[config.mk]
export PLATFORM = sky130hd
export DESIGN_NAME = rle_encoder
export DESIGN_NICKNAME = d
export VERILOG_FILES = /design/src/rtl/rle_encoder.sv
export SDC_FILE = /design/constraint.sdc
export NUM_CORES = 1
export LEC_CHECK = 0
export ABC_AREA = 1
export ABC_CLOCK_PERIOD_IN_PS = 1700
export CAP_MARGIN = 20
export CORE_MARGIN = 3
export CORE_UTILIZATION = 40
export DETAILED_ROUTE_END_ITERATION = 16
export MAX_ROUTING_LAYER = met4
export PLACE_DENSITY = 0.69
export SLEW_MARGIN = 20
export SYNTH_ARGS = -nofsm -noshare
export SYNTH_HDL_FRONTEND = slang
export SYNTH_SLANG_ARGS = --single-unit
[constraint.sdc]
create_clock -name clk_i -period 1.7 [get_ports clk_i]
set_input_delay 0.425 -clock clk_i [delete_from_list [all_inputs] [get_ports clk_i]]
set_output_delay 0.425 -clock clk_i [all_outputs]
set_load 0.05 [all_outputs]
[src/rtl/rle_encoder.sv]
// JPEG baseline run-length encoder: zigzag coefficients in, (run, value) symbols out with DC/ZRL/EOB.
// Latency 1 cycle; input stalls while the output register is held or a ZRL sequence is being emitted.
module rle_encoder #(
  parameter int COEF_WIDTH = 12,
  parameter int BLOCK_SIZE = 64,
  parameter int RUN_WIDTH  = 4,
  parameter int IDX_WIDTH  = $clog2(BLOCK_SIZE)
) (
  input  logic                            clk_i,
  input  logic                            rst_i,
  input  logic [COEF_WIDTH-1:0]           s_axis_tdata,
  input  logic                            s_axis_tvalid,
  output logic                            s_axis_tready,
  input  logic                            s_axis_tlast,
  output logic [RUN_WIDTH+COEF_WIDTH-1:0] m_axis_tdata,
  output logic                            m_axis_tvalid,
  input  logic                            m_axis_tready,
  output logic                            m_axis_tlast,
  output logic                            m_axis_tuser,
  output logic                            err_o
);
  localparam int SYM_W    = RUN_WIDTH + COEF_WIDTH;
  localparam int ZRL_SPAN = 2**RUN_WIDTH;
  localparam logic [RUN_WIDTH-1:0] ZRL_RUN  = '1;
  localparam logic [IDX_WIDTH-1:0] LAST_IDX = IDX_WIDTH'(BLOCK_SIZE - 1);

  typedef enum logic {ST_RUN, ST_ZRL} state_t;

  state_t                r_state, w_state_nxt;
  logic [IDX_WIDTH-1:0]  r_idx, w_idx_nxt;
  logic [IDX_WIDTH-1:0]  r_zcnt, w_zcnt_nxt;
  logic [COEF_WIDTH-1:0] r_coef, w_coef_nxt;
  logic                  r_last, w_last_nxt;
  logic                  r_m_vld, w_m_vld_nxt;
  logic [SYM_W-1:0]      r_m_dat, w_m_dat_nxt;
  logic                  r_m_last, w_m_last_nxt;
  logic                  r_m_user, w_m_user_nxt;
  logic                  r_err, w_err_nxt;

  logic w_out_free, w_in_hs, w_at_end, w_last_eff, w_len_err, w_is_dc, w_zero, w_zcnt_small;

  assign w_out_free    = !r_m_vld || m_axis_tready;
  assign s_axis_tready = !rst_i && (r_state == ST_RUN) && w_out_free;
  assign w_in_hs       = s_axis_tvalid && s_axis_tready;
  assign w_at_end      = (r_idx == LAST_IDX);
  // A block closes on tlast or on its final index, whichever comes first.
  assign w_last_eff    = s_axis_tlast || w_at_end;
  assign w_len_err     = s_axis_tlast != w_at_end;
  assign w_is_dc       = (r_idx == '0);
  assign w_zero        = (s_axis_tdata == '0);
  assign w_zcnt_small  = (32'(r_zcnt) < ZRL_SPAN);

  always_comb begin
    w_state_nxt  = r_state;
    w_idx_nxt    = r_idx;
    w_zcnt_nxt   = r_zcnt;
    w_coef_nxt   = r_coef;
    w_last_nxt   = r_last;
    w_m_vld_nxt  = r_m_vld;
    w_m_dat_nxt  = r_m_dat;
    w_m_last_nxt = r_m_last;
    w_m_user_nxt = r_m_user;
    w_err_nxt    = 1'b0;
    if (w_out_free) begin
      w_m_vld_nxt = 1'b0;
    end
    case (r_state)
      ST_RUN: begin
        if (w_in_hs) begin
          w_err_nxt = w_len_err;
          w_idx_nxt = w_last_eff ? '0 : r_idx + 1'b1;
          if (w_is_dc) begin
            w_m_vld_nxt  = 1'b1;
            w_m_dat_nxt  = {{RUN_WIDTH{1'b0}}, s_axis_tdata};
            w_m_last_nxt = w_last_eff;
            w_m_user_nxt = 1'b1;
            w_zcnt_nxt   = '0;
          end else if (w_zero && !w_last_eff) begin
            w_zcnt_nxt = r_zcnt + 1'b1;
          end else if (w_zero) begin
            // Trailing zeros collapse into a single EOB.
            w_m_vld_nxt  = 1'b1;
            w_m_dat_nxt  = '0;
            w_m_last_nxt = 1'b1;
            w_m_user_nxt = 1'b0;
            w_zcnt_nxt   = '0;
          end else if (w_zcnt_small) begin
            w_m_vld_nxt  = 1'b1;
            w_m_dat_nxt  = {RUN_WIDTH'(r_zcnt), s_axis_tdata};
            w_m_last_nxt = w_last_eff;
            w_m_user_nxt = 1'b0;
            w_zcnt_nxt   = '0;
          end else begin
            w_coef_nxt  = s_axis_tdata;
            w_last_nxt  = w_last_eff;
            w_state_nxt = ST_ZRL;
          end
        end
      end
      ST_ZRL: begin
        if (w_out_free) begin
          w_m_vld_nxt  = 1'b1;
          w_m_user_nxt = 1'b0;
          if (w_zcnt_small) begin
            w_m_dat_nxt  = {RUN_WIDTH'(r_zcnt), r_coef};
            w_m_last_nxt = r_last;
            w_zcnt_nxt   = '0;
            w_state_nxt  = ST_RUN;
          end else begin
            w_m_dat_nxt  = {ZRL_RUN, {COEF_WIDTH{1'b0}}};
            w_m_last_nxt = 1'b0;
            w_zcnt_nxt   = r_zcnt - IDX_WIDTH'(ZRL_SPAN);
          end
        end
      end
      default: w_state_nxt = ST_RUN;
    endcase
  end

  always_ff @(posedge clk_i) begin
    if (rst_i) begin
      r_state  <= ST_RUN;
      r_idx    <= '0;
      r_zcnt   <= '0;
      r_coef   <= '0;
      r_last   <= 1'b0;
      r_m_vld  <= 1'b0;
      r_m_dat  <= '0;
      r_m_last <= 1'b0;
      r_m_user <= 1'b0;
      r_err    <= 1'b0;
    end else begin
      r_state  <= w_state_nxt;
      r_idx    <= w_idx_nxt;
      r_zcnt   <= w_zcnt_nxt;
      r_coef   <= w_coef_nxt;
      r_last   <= w_last_nxt;
      r_m_vld  <= w_m_vld_nxt;
      r_m_dat  <= w_m_dat_nxt;
      r_m_last <= w_m_last_nxt;
      r_m_user <= w_m_user_nxt;
      r_err    <= w_err_nxt;
    end
  end

  assign m_axis_tdata  = r_m_dat;
  assign m_axis_tvalid = r_m_vld;
  assign m_axis_tlast  = r_m_last;
  assign m_axis_tuser  = r_m_user;
  assign err_o         = r_err;

endmodule

==> key figures, run 1 <==
Layout
  • FF+latch area: 923.4 um^2
  • # diodes: 0
  • Final core occ: 64.72%
  • FILL cells: 449
  • Area grow syn2layout: 50.05%
  • Final net count: 442
  • Area of the multi-input gates: 0.001393 mm^2
  • Layout cells sized above 1: 32.94%

Route
  • Post-DRT Antenna Nets: 0
  • Wirelength per Cell: 12.63 um
  • DRT iter0 DRCs: 153
  • DR vias/cell: 4.988
  • DR pass1 iterations: 4
  • DRT Wirelength: 6214 um
  • Top layer in use: met4
  • WL met2: 3016 um
  • # DRC: 0
  • Met3 wire len: 375 um
  • Vias post-DR: 2,454
  • DRT met1 WL: 2746 um

Pwr
  • PD cells: 774.7 mW/mm^2
  • Peak supply drop: 460.3 uV
  • Leakage: 1.573 nW

Die
  • Io pins: 38
  • Starting Density: 43.13%
  • Die Ht: 81.62 um
  • Core Area: 0.005303 mm^2
  • Die Wd: 81.62 um
  • Die ar.: 0.006661 mm^2
  • Cell Rows: 26

Outcome
  • Failing checks: setup timing
  • Status: finished with violations

Setup path
  • Reg2reg end: r_zcnt[3]
  • Beginning of the critical path: r_idx[1]
  • Worst Setup EP: r_zcnt[3]
  • CP arrival: 1.96 ns
  • CP max FO: 3
  • CP Capture Type: register
  • Flop-to-flop setup slack: -0.06 ns
  • Reg2Reg Depth: 14
  • Startpoint types: register
  • Critical Path RT: 1.90 ns
  • R2r startpoint: r_idx[1]
  • CP Class: register to register

Logic synthesis
  • Seq cells post-synth: 46
  • Syn Nets: 354
  • Mapped Area: 0.002287 mm^2
  • Cells after Synth: 333
  • Post-synth cell types: 30
  • Sequential share of the synthesized area: 40.26%
  • Mean Syn Cell Area: 6.868 um^2
  • Ys Warns: 0

STA
  • Final setup vio count: 22
  • Minimum clock period: 1.759 ns
  • Part of the cycle the worst path needs: 103.5%
  • RSZ-0062 raised after global routing: true
  • Final hold vios: 0
  • Peak Freq: 568.6 MHz
  • Worst Tran Pin Value: 0.4018 ns
  • Rel. slew slack: 73.19%
  • Clock Skew: 0.005765 ns
  • Slew Limit Fails: 0
  • Min setup slack post-route: -0.05882 ns
  • Worst hold-check slack: 0.4634 ns

Placement
  • Hpwl dp: 4181 um
  • RePlAce Congestion: 0.9026
  • Port bufs: 37

Global route
  • Pin count of the biggest net entering global routing: 21
  • Grt ovf: 0
  • Initial antenna violation count: 0
  • Tot GR Track Use: 20.80%
  • First-pass GRT wire length: 10,520 um
  • Vias in the first global route: 2,350

Flow run
  • Max cap viols: 0

Clock network
  • Hold Buf Count CTS: 0
  • Clk pin slew, worst setup/hold paths: 0.09 ns
  • CTS buffer count: 5
  • CTS root buf: clkbuf_8
  • Clk Latency, worst-skew pair: 0.31 ns
  • CTS tree: done
  • H-tree depth: 2
  • Clk sinks: 46
  • Bufs on Longest Clock Path: 2

Hold path
  • HP Class: register to register
area by class of cell:
class | instances | area share, %
Clock buffer | 6 | 2.114
Clock inverter | 2 | 1.094
Tap cell | 70 | 2.552
Inverter | 27 | 3.026
Sequential cell | 46 | 26.90
Multi-Input combinational cell | 246 | 40.58
Timing Repair Buffer | 95 | 23.73
cells in the mapped netlist:
master,n,area share [%]
a211oi_1,1,0.33
a21oi_1,21,4.6
a21oi_4,1,0.71
a22oi_1,4,1.3
and2_1,1,0.27
buf_2,4,0.88
buf_4,2,0.66
buf_6,4,2.0
clkbuf_1,4,0.66
clkinv_1,1,0.16
dfxtp_1,46,40
ha_1,4,2.2
inv_1,24,3.9
inv_2,1,0.16
inv_4,1,0.27
nand2_1,81,13
nand2_2,1,0.27
nand3_1,27,5.9
nand3_2,1,0.44
nand4_1,2,0.55
nand4_4,1,0.93
nor2_1,63,10
nor2_2,4,1.1
nor2_4,1,0.49
nor3_1,6,1.3
nor3_2,1,0.44
nor4_1,1,0.27
o21ai_0,12,2.6
o21ai_1,8,1.8
xor2_1,5,1.9
cell usage in the layout, fill, tap and decap left out, types with 2 or more instances in the layout:
cell             n
inv_1           19
nand2_1         76
nand3_4          3
xor2_1           5
nor2_2           8
nor3_1           3
buf_12           4
a22oi_1          4
nor3_4           2
a21oi_1         21
dfxtp_1         44
clkbuf_8         5
dfxtp_2          2
nand4_1          2
o21ai_2          5
dlymetal6s2s_1   4
ha_4             3
buf_4           71
nand3_2          3
inv_2            6
nor2_4           8
o21ai_1          5
buf_6            4
nand3_1         22
nor2_1          52
nand2_2          5
nor3_2           2
dlygate4sd2_1   11
o21ai_0          9
power breakdown:
part	switching [mW]	internal (mW)	leakage, nW
Clock	0.393	0.439	0.0514
Combinational	0.396	0.264	1.15
Sequential	0.0361	1.13	0.376
per-stage QoR:
stage,setup TNS [ns],cells,area (um^2),power [mW],setup slack [ns]
2_1_floorplan,0,333,2306,1.534,0.006402
3_3_place_gp,-15.71,474,3002,1.767,-0.4314
3_5_place_dp,-17.79,474,3002,1.773,-0.4918
4_1_cts,-0.1756,492,3313,2.646,-0.03876
5_1_grt,-3.084,492,3432,2.784,-0.1558
6_report,-0.5754,492,3432,2.659,-0.05882
sequential cells by signal, indices dropped and copies added (netlist names):
| register | count |
|---|---|
| m_axis_tlast | 1 |
| m_axis_tdata | 16 |
| r_last | 1 |
| r_idx | 6 |
| m_axis_tuser | 1 |
| m_axis_tvalid | 1 |
| r_state | 1 |
| r_zcnt | 6 |
| r_coef | 12 |
| err_o | 1 |
how the worst min path moves through the flow:
stage                     startpoint         end  cells after the start
after floorplan           r_coef[10]  r_coef[10]                      2
after global placement    r_coef[10]  r_coef[10]                      2
final                      r_coef[4]   r_coef[4]                      2
after detailed placement   r_coef[1]   r_coef[1]                      2
after CTS                  r_coef[1]   r_coef[1]                      2
after global routing       r_coef[5]   r_coef[5]                      2
worst max-delay path, stage by stage (launching register included):
cell	delay (ns)
dfxtp_2	0.37
ha_4	0.14
inv_2	0.05
nor3_4	0.16
nand3_2	0.10
ha_4	0.19
nand3_4	0.09
buf_4	0.11
buf_4	0.10
buf_4	0.09
nor2_1	0.03
nand3_1	0.06
nor2_1	0.05
nor2_1	0.08
nor2_1	0.04
cell families (layout without fill, tap and decap cells):
| kind of cell | count (synthesis) | after routing | synth area share [%] |
|---|---|---|---|
| DFF | 46 | 46 | 40.26 |
| AOI/OAI and AO/OA | 47 | 47 | 11.32 |
| adders and majority gates | 4 | 4 | 2.188 |
| buffers and inverters | 41 | 130 | 8.698 |
| and+or+nand+nor | 190 | 190 | 35.61 |
| xor gates and xnor gates | 5 | 5 | 1.915 |
metal layers:
layer | global-route usage, % | up-vias
met4 | 6.478 | 0
met1 | 26.01 | 1131
li1 | - | 1245
met2 | 34.12 | 70
met5 | - | -
met3 | 3.838 | 8
timing repair:
action | CTS | global route
resized for setup | 43 | 38
hold endpoints to repair | 0 | 0
setup endpoints to repair | 44 | 42
setup buffers | 9 | 2
cloned | 1 | 0
pin swaps | 14 | 15
Power figures use the tool's default switching activity.
==> inputs of run 2 (changes only) <==
--- a/config.mk
+++ b/config.mk
@@ -10,6 +10,7 @@
 export CAP_MARGIN = 20
 export CORE_MARGIN = 3
 export CORE_UTILIZATION = 40
+export CTS_BUF_LIST = sky130_fd_sc_hd__clkbuf_16
 export DETAILED_ROUTE_END_ITERATION = 16
 export MAX_ROUTING_LAYER = met4
 export PLACE_DENSITY = 0.69
==> run 2 against run 1 <==
- the run still ends with setup timing left
- combinational power increased by 7.0%
- largest cell class unchanged
- total power up 12%
- critical endpoint is now m_axis_tdata[9]
- routed wire length increased by 10%
- highest routed layer unchanged
- cell area rose by 4.4%
- worst hold slack lost 0.0019 ns
- critical path depth fell by 1
- sequential share of layout area fell by 1.1 points
==> key figures, run 2 (synthesis results as in run 1) <==
Outcome
  • Status: finished with violations
  • Failing checks: setup timing

Layout
  • Most frequent cells in the layout: buf_4 (75), nand2_1 (73), nor2_1 (54)
  • Finished Layout Cells: 502
  • Layout cells sized above 1: 35.88%
  • Final net count: 452
  • FILL cells: 435
  • Area grow syn2layout: 56.73%
  • Most common cell after layout, fill and taps aside: buf_4
  • # diodes: 0
  • Max reg flops: 16
  • FF+latch area: 923.4 um^2
  • Area of the multi-input gates: 0.001371 mm^2

Global route
  • Initial antenna violation count: 0
  • Tot GR Track Use: 21.13%
  • Grt ovf: 0
  • First-pass GRT wire length: 10,790 um
  • Vias in the first global route: 2,459
  • Pin count of the biggest net entering global routing: 21

STA
  • Worst Tran Pin Value: 0.3926 ns
  • Min setup slack post-route: -0.1086 ns
  • RSZ-0062 raised after global routing: true
  • Rel. slew slack: 73.80%
  • Clock Skew: 0.007015 ns
  • Part of the cycle the worst path needs: 106.4%
  • Worst hold-check slack: 0.4616 ns
  • Final hold vios: 0
  • Slew Limit Fails: 0
  • Final setup vio count: 19
  • Minimum clock period: 1.809 ns
  • Peak Freq: 552.9 MHz

Clock network
  • Bufs on Longest Clock Path: 2
  • Clk Latency, worst-skew pair: 0.29 ns
  • Hold Buf Count CTS: 0
  • CTS buffer count: 5
  • H-tree depth: 2
  • CTS tree: done
  • Clk sinks: 46
  • Clk pin slew, worst setup/hold paths: 0.07 ns
  • CTS root buf: clkbuf_16

Placement
  • Port bufs: 37
  • Inst Count DP: 474
  • Hpwl dp: 4181 um
  • RePlAce Congestion: 0.9026
  • DP Worst Slack: -0.4918 ns

Setup path
  • Startpoint types: register
  • CP Capture Type: register
  • CP Class: register to register
  • Slowest cell on crit path: dfxtp_2
  • Reg2Reg Depth: 13
  • Critical Path RT: 1.89 ns
  • CP max FO: 6
  • Crit-path leading delay family: simple AND/OR/NAND/NOR gates
  • Max stage delay on crit path: 0.36 ns
  • Total stage count of the critical path: 13
  • CP arrival: 2.00 ns
  • WP buf/inv: 3
  • Critical-path cell list: ha_4, inv_2, nor3_4, nand3_2, ha_4, nand3_4, nor2_4, nor2_4, buf_4, buf_12, nand2_1, nand2_1, nor2_1

Pwr
  • Peak supply drop: 462.6 uV
  • Leakage: 1.665 nW
  • Design Power: 2.986 mW
  • PD cells: 832.9 mW/mm^2

Route
  • DR pass1 iterations: 4
  • DR vias/cell: 5.086
  • Vias post-DR: 2,553
  • # DRC: 0
  • Post-DRT Antenna Nets: 0
  • DRT iter0 DRCs: 221
  • DRT Wirelength: 6838 um
  • Wirelength per Cell: 13.62 um

Hold path
  • HP Class: register to register
  • Hold depth: 2

Die
  • Cell Rows: 26
  • Starting Density: 43.13%
  • Core Area: 0.005303 mm^2
  • Die Ht: 81.62 um
  • Die ar.: 0.006661 mm^2
  • Io pins: 38
  • Die Wd: 81.62 um

Flow run
  • Max cap viols: 0
-- run 2: changes by cell type in the layout (fill, tap and decap cells not counted), moves of 4 or more --
cell           before  now
buf_4              71   75
buf_6               4    8
clkbuf_16           0    6
clkbuf_2            0    6
clkbuf_8            5    0
dlygate4sd2_1      11    4
nor2_4              8    3
-- run 2: worst reg2reg max path: stages, from the launching register on --
cell and delay [ns]:
dfxtp_2 0.36, ha_4 0.14, inv_2 0.04, nor3_4 0.11, nand3_2 0.10, ha_4 0.19, nand3_4 0.10, nor2_4 0.06
nor2_4 0.17, buf_4 0.15, buf_12 0.10, nand2_1 0.06, nand2_1 0.08, nor2_1 0.05
-- run 2: per-layer routing --
layer  up-vias  wire length, um  GRT usage, %
li1       1265                -             -
met1      1192             2952         25.49
met2        81             3381         35.59
met3        15              380         4.057
met4         0              124         6.811
met5         -                0             -
-- run 2: where the power goes --
| part | internal (mW) | switching, mW | total [mW] |
|---|---|---|---|
| clock | 0.689 | 0.424 | 1.11 |
| sequential | 1.13 | 0.0364 | 1.17 |
| combinational | 0.296 | 0.410 | 0.706 |
-- run 2: area by class of cell --
| type | count | area share (%) |
|---|---|---|
| multi-input cells | 246 | 38.25 |
| repair buffers | 105 | 25.83 |
| inverters | 27 | 3.072 |
| clock inverters | 3 | 1.152 |
| well taps | 70 | 2.443 |
| flip-flops and latches | 46 | 25.76 |
| clock buffers | 5 | 3.490 |
-- run 2: final timing paths --
check | start | end | slack (ns)
max | r_idx[0] | m_axis_tdata[9] | -0.11
min reg2reg | r_coef[1] | r_coef[1] | 0.46
max reg2reg | r_idx[0] | m_axis_tdata[9] | -0.11
min | r_coef[1] | r_coef[1] | 0.46
-- run 2: through the flow --
stage	util [%]	cell area, um^2	TNS (ns)
3_3_place_gp	56.61	3002	-15.71
3_5_place_dp	56.61	3002	-17.79
4_1_cts	64.84	3438	-0.2127
6_report	67.60	3585	-0.9921
2_1_floorplan	-	2306	0
5_1_grt	67.60	3585	-3.405
-- run 2: what timing repair did --
action	4_1_cts	5_1_grt
pin swaps	22	24
gates resized for setup	49	47
hold endpoints to repair	0	0
endpoints found under the setup margin	45	41
setup buffers	13	5
gates cloned	2	1
==> inputs of run 3 (changes only) <==
--- a/config.mk
+++ b/config.mk
@@ -12,8 +12,10 @@
 export CORE_UTILIZATION = 40
 export CTS_BUF_LIST = sky130_fd_sc_hd__clkbuf_16
 export DETAILED_ROUTE_END_ITERATION = 16
+export GPL_TIMING_DRIVEN = 0
 export MAX_ROUTING_LAYER = met4
 export PLACE_DENSITY = 0.69
+export SETUP_SLACK_MARGIN = 0.2
 export SLEW_MARGIN = 20
 export SYNTH_ARGS = -nofsm -noshare
 export SYNTH_HDL_FRONTEND = slang
==> run 3 against run 2 <==
- the flow still finishes with violations (setup timing)
- non-clock buffer count fell by 23
- highest routed layer unchanged
- clock skew rose by 0.0032 ns
- worst setup slack improved by 0.073 ns
- fmax rose by 4.2%
- total power fell by 6.3%
- die area did not move
- cell count fell by 4.6%
- first-iteration DRC count rose by 10%
- sequential share of layout area rose by 1.1 points
- clock power fell by 12%
==> key figures, run 3 (synthesis results as in run 1) <==
Setup path
  • CP arrival: 1.96 ns
  • Beginning of the critical path: r_idx[1]
  • Critical-path cell list: ha_4, inv_2, nor3_2, nand3_2, ha_4, nand3_4, nor2_4, nor2_4, buf_4, o21ai_1, nor2_1
  • CP max FO: 7
  • R2r startpoint: r_idx[1]
  • CP Class: register to register
  • Max stage delay on crit path: 0.37 ns
  • Startpoint types: register
  • Slowest cell on crit path: dfxtp_2
  • CP Capture Type: register
  • Critical Path RT: 1.92 ns

STA
  • Final hold vios: 0
  • Final setup vio count: 6
  • RSZ-0062 raised after global routing: true
  • Minimum clock period: 1.736 ns
  • Min setup slack post-route: -0.03580 ns
  • Rel. slew slack: 59.24%
  • Worst Tran Pin Value: 0.6113 ns
  • Peak Freq: 576.1 MHz
  • Slew Limit Fails: 0
  • Worst hold-check slack: 0.4204 ns
  • Part of the cycle the worst path needs: 102.1%
  • Clock Skew: 0.01024 ns

Layout
  • Design Area, Final: 0.003490 mm^2
  • Most common cell after layout, fill and taps aside: nand2_1
  • Most frequent cells in the layout: nand2_1 (65), nor2_1 (52), dfxtp_1 (38)
  • # diodes: 0
  • Area grow syn2layout: 52.57%
  • Layout cells sized above 1: 39.12%
  • Final net count: 429
  • Max reg flops: 16

Clock network
  • CTS root buf: clkbuf_16
  • Bufs on Longest Clock Path: 2
  • Clk pin slew, worst setup/hold paths: 0.07 ns
  • CTS tree: done
  • CTS buffer count: 5
  • Clk sinks: 46
  • Clk Latency, worst-skew pair: 0.29 ns
  • H-tree depth: 2

Global route
  • Pin count of the biggest net entering global routing: 16
  • Initial antenna violation count: 0
  • Grt ovf: 0
  • Tot GR Track Use: 20.15%
  • Vias in the first global route: 2,129
  • First-pass GRT wire length: 10,110 um

Die
  • Die ar.: 0.006661 mm^2
  • Die Ht: 81.62 um
  • Cell Rows: 26
  • Core Area: 0.005303 mm^2
  • Die Wd: 81.62 um
  • Io pins: 38
  • Starting Density: 43.13%

Outcome
  • Failing checks: setup timing
  • Status: finished with violations

Pwr
  • PD cells: 801.6 mW/mm^2
  • Leakage: 1.492 nW
  • Peak supply drop: 647.6 uV

Route
  • DRT iter0 DRCs: 243
  • DR vias/cell: 5.154
  • Vias post-DR: 2,469
  • Wirelength per Cell: 14.18 um
  • Post-DRT Antenna Nets: 0
  • # DRC: 0
  • DR pass1 iterations: 4
  • DRT Wirelength: 6794 um

Hold path
  • HP Class: primary input to register
  • Hold_sp: s_axis_tdata[11]

Placement
  • Port bufs: 37
  • Placed inst area: 0.002799 mm^2
  • RePlAce Congestion: 0.9041
  • Hpwl dp: 3974 um

Flow run
  • Max cap viols: 0
run 3: metal layers:
metal | part of all wire (%) | up-vias | global-route usage [%]
met2 | 48 | 92 | 33.06
met4 | 2.3 | 0 | 4.485
li1 | - | 1228 | -
met1 | 42 | 1133 | 25.93
met3 | 7.3 | 16 | 3.728
met5 | 0 | - | -
run 3: stage by stage:
| step | worst slack, ns | utilization, % | TNS (ns) | power, mW | std cells |
|---|---|---|---|---|---|
| floorplan | 0.1334 | - | 0 | 1.539 | 333 |
| global placement | -0.7965 | 52.78 | -22.32 | 1.718 | 440 |
| detailed placement | -0.8018 | 52.78 | -21.83 | 1.723 | 440 |
| CTS | 0.01279 | 59.93 | 0 | 2.718 | 461 |
| global route | -0.1459 | 65.81 | -1.684 | 2.916 | 479 |
| finish | -0.03580 | 65.81 | -0.1156 | 2.797 | 479 |
run 3: layout make-up:
type	instances	area, um^2
flip-flops and latches	46	935.9
repair buffers	68	616.8
inverters	27	108.9
multi-input cells	246	1475
clock buffers	5	125.1
clock inverters	3	21.27
plain buffers	14	118.9
well taps	70	87.58
fillers	443	1813
run 3: worst max-delay path, delay by kind of cell (launching register included):
kind / cells / cell delay, ns
buf+inv: 2 / 0.22
flops: 1 / 0.37
compound gates: 1 / 0.06
simple gates: 6 / 0.69
fa+ha+maj: 2 / 0.34
run 3: timing repair:
action                     in CTS  in global routing
pin swaps                      16                 28
cloned                          3                  1
resized for setup             118                 97
setup buffers                  10                 17
hold buffers                    0                  0
setup endpoints to repair      66                 47
run 3: worst paths after layout:
path / cells after the start / to / slack, ns
min: 3 / r_coef[11] / 0.42
min reg2reg: 2 / r_coef[4] / 0.46
max: 11 / m_axis_tdata[3] / -0.04
max reg2reg: 11 / m_axis_tdata[3] / -0.04
run 3: power breakdown:
part	internal (mW)	total [mW]	switching, mW	leakage [nW]
combinational	0.243	0.656	0.414	1.04
sequential	1.13	1.17	0.0379	0.379
clock	0.545	0.972	0.428	0.0698
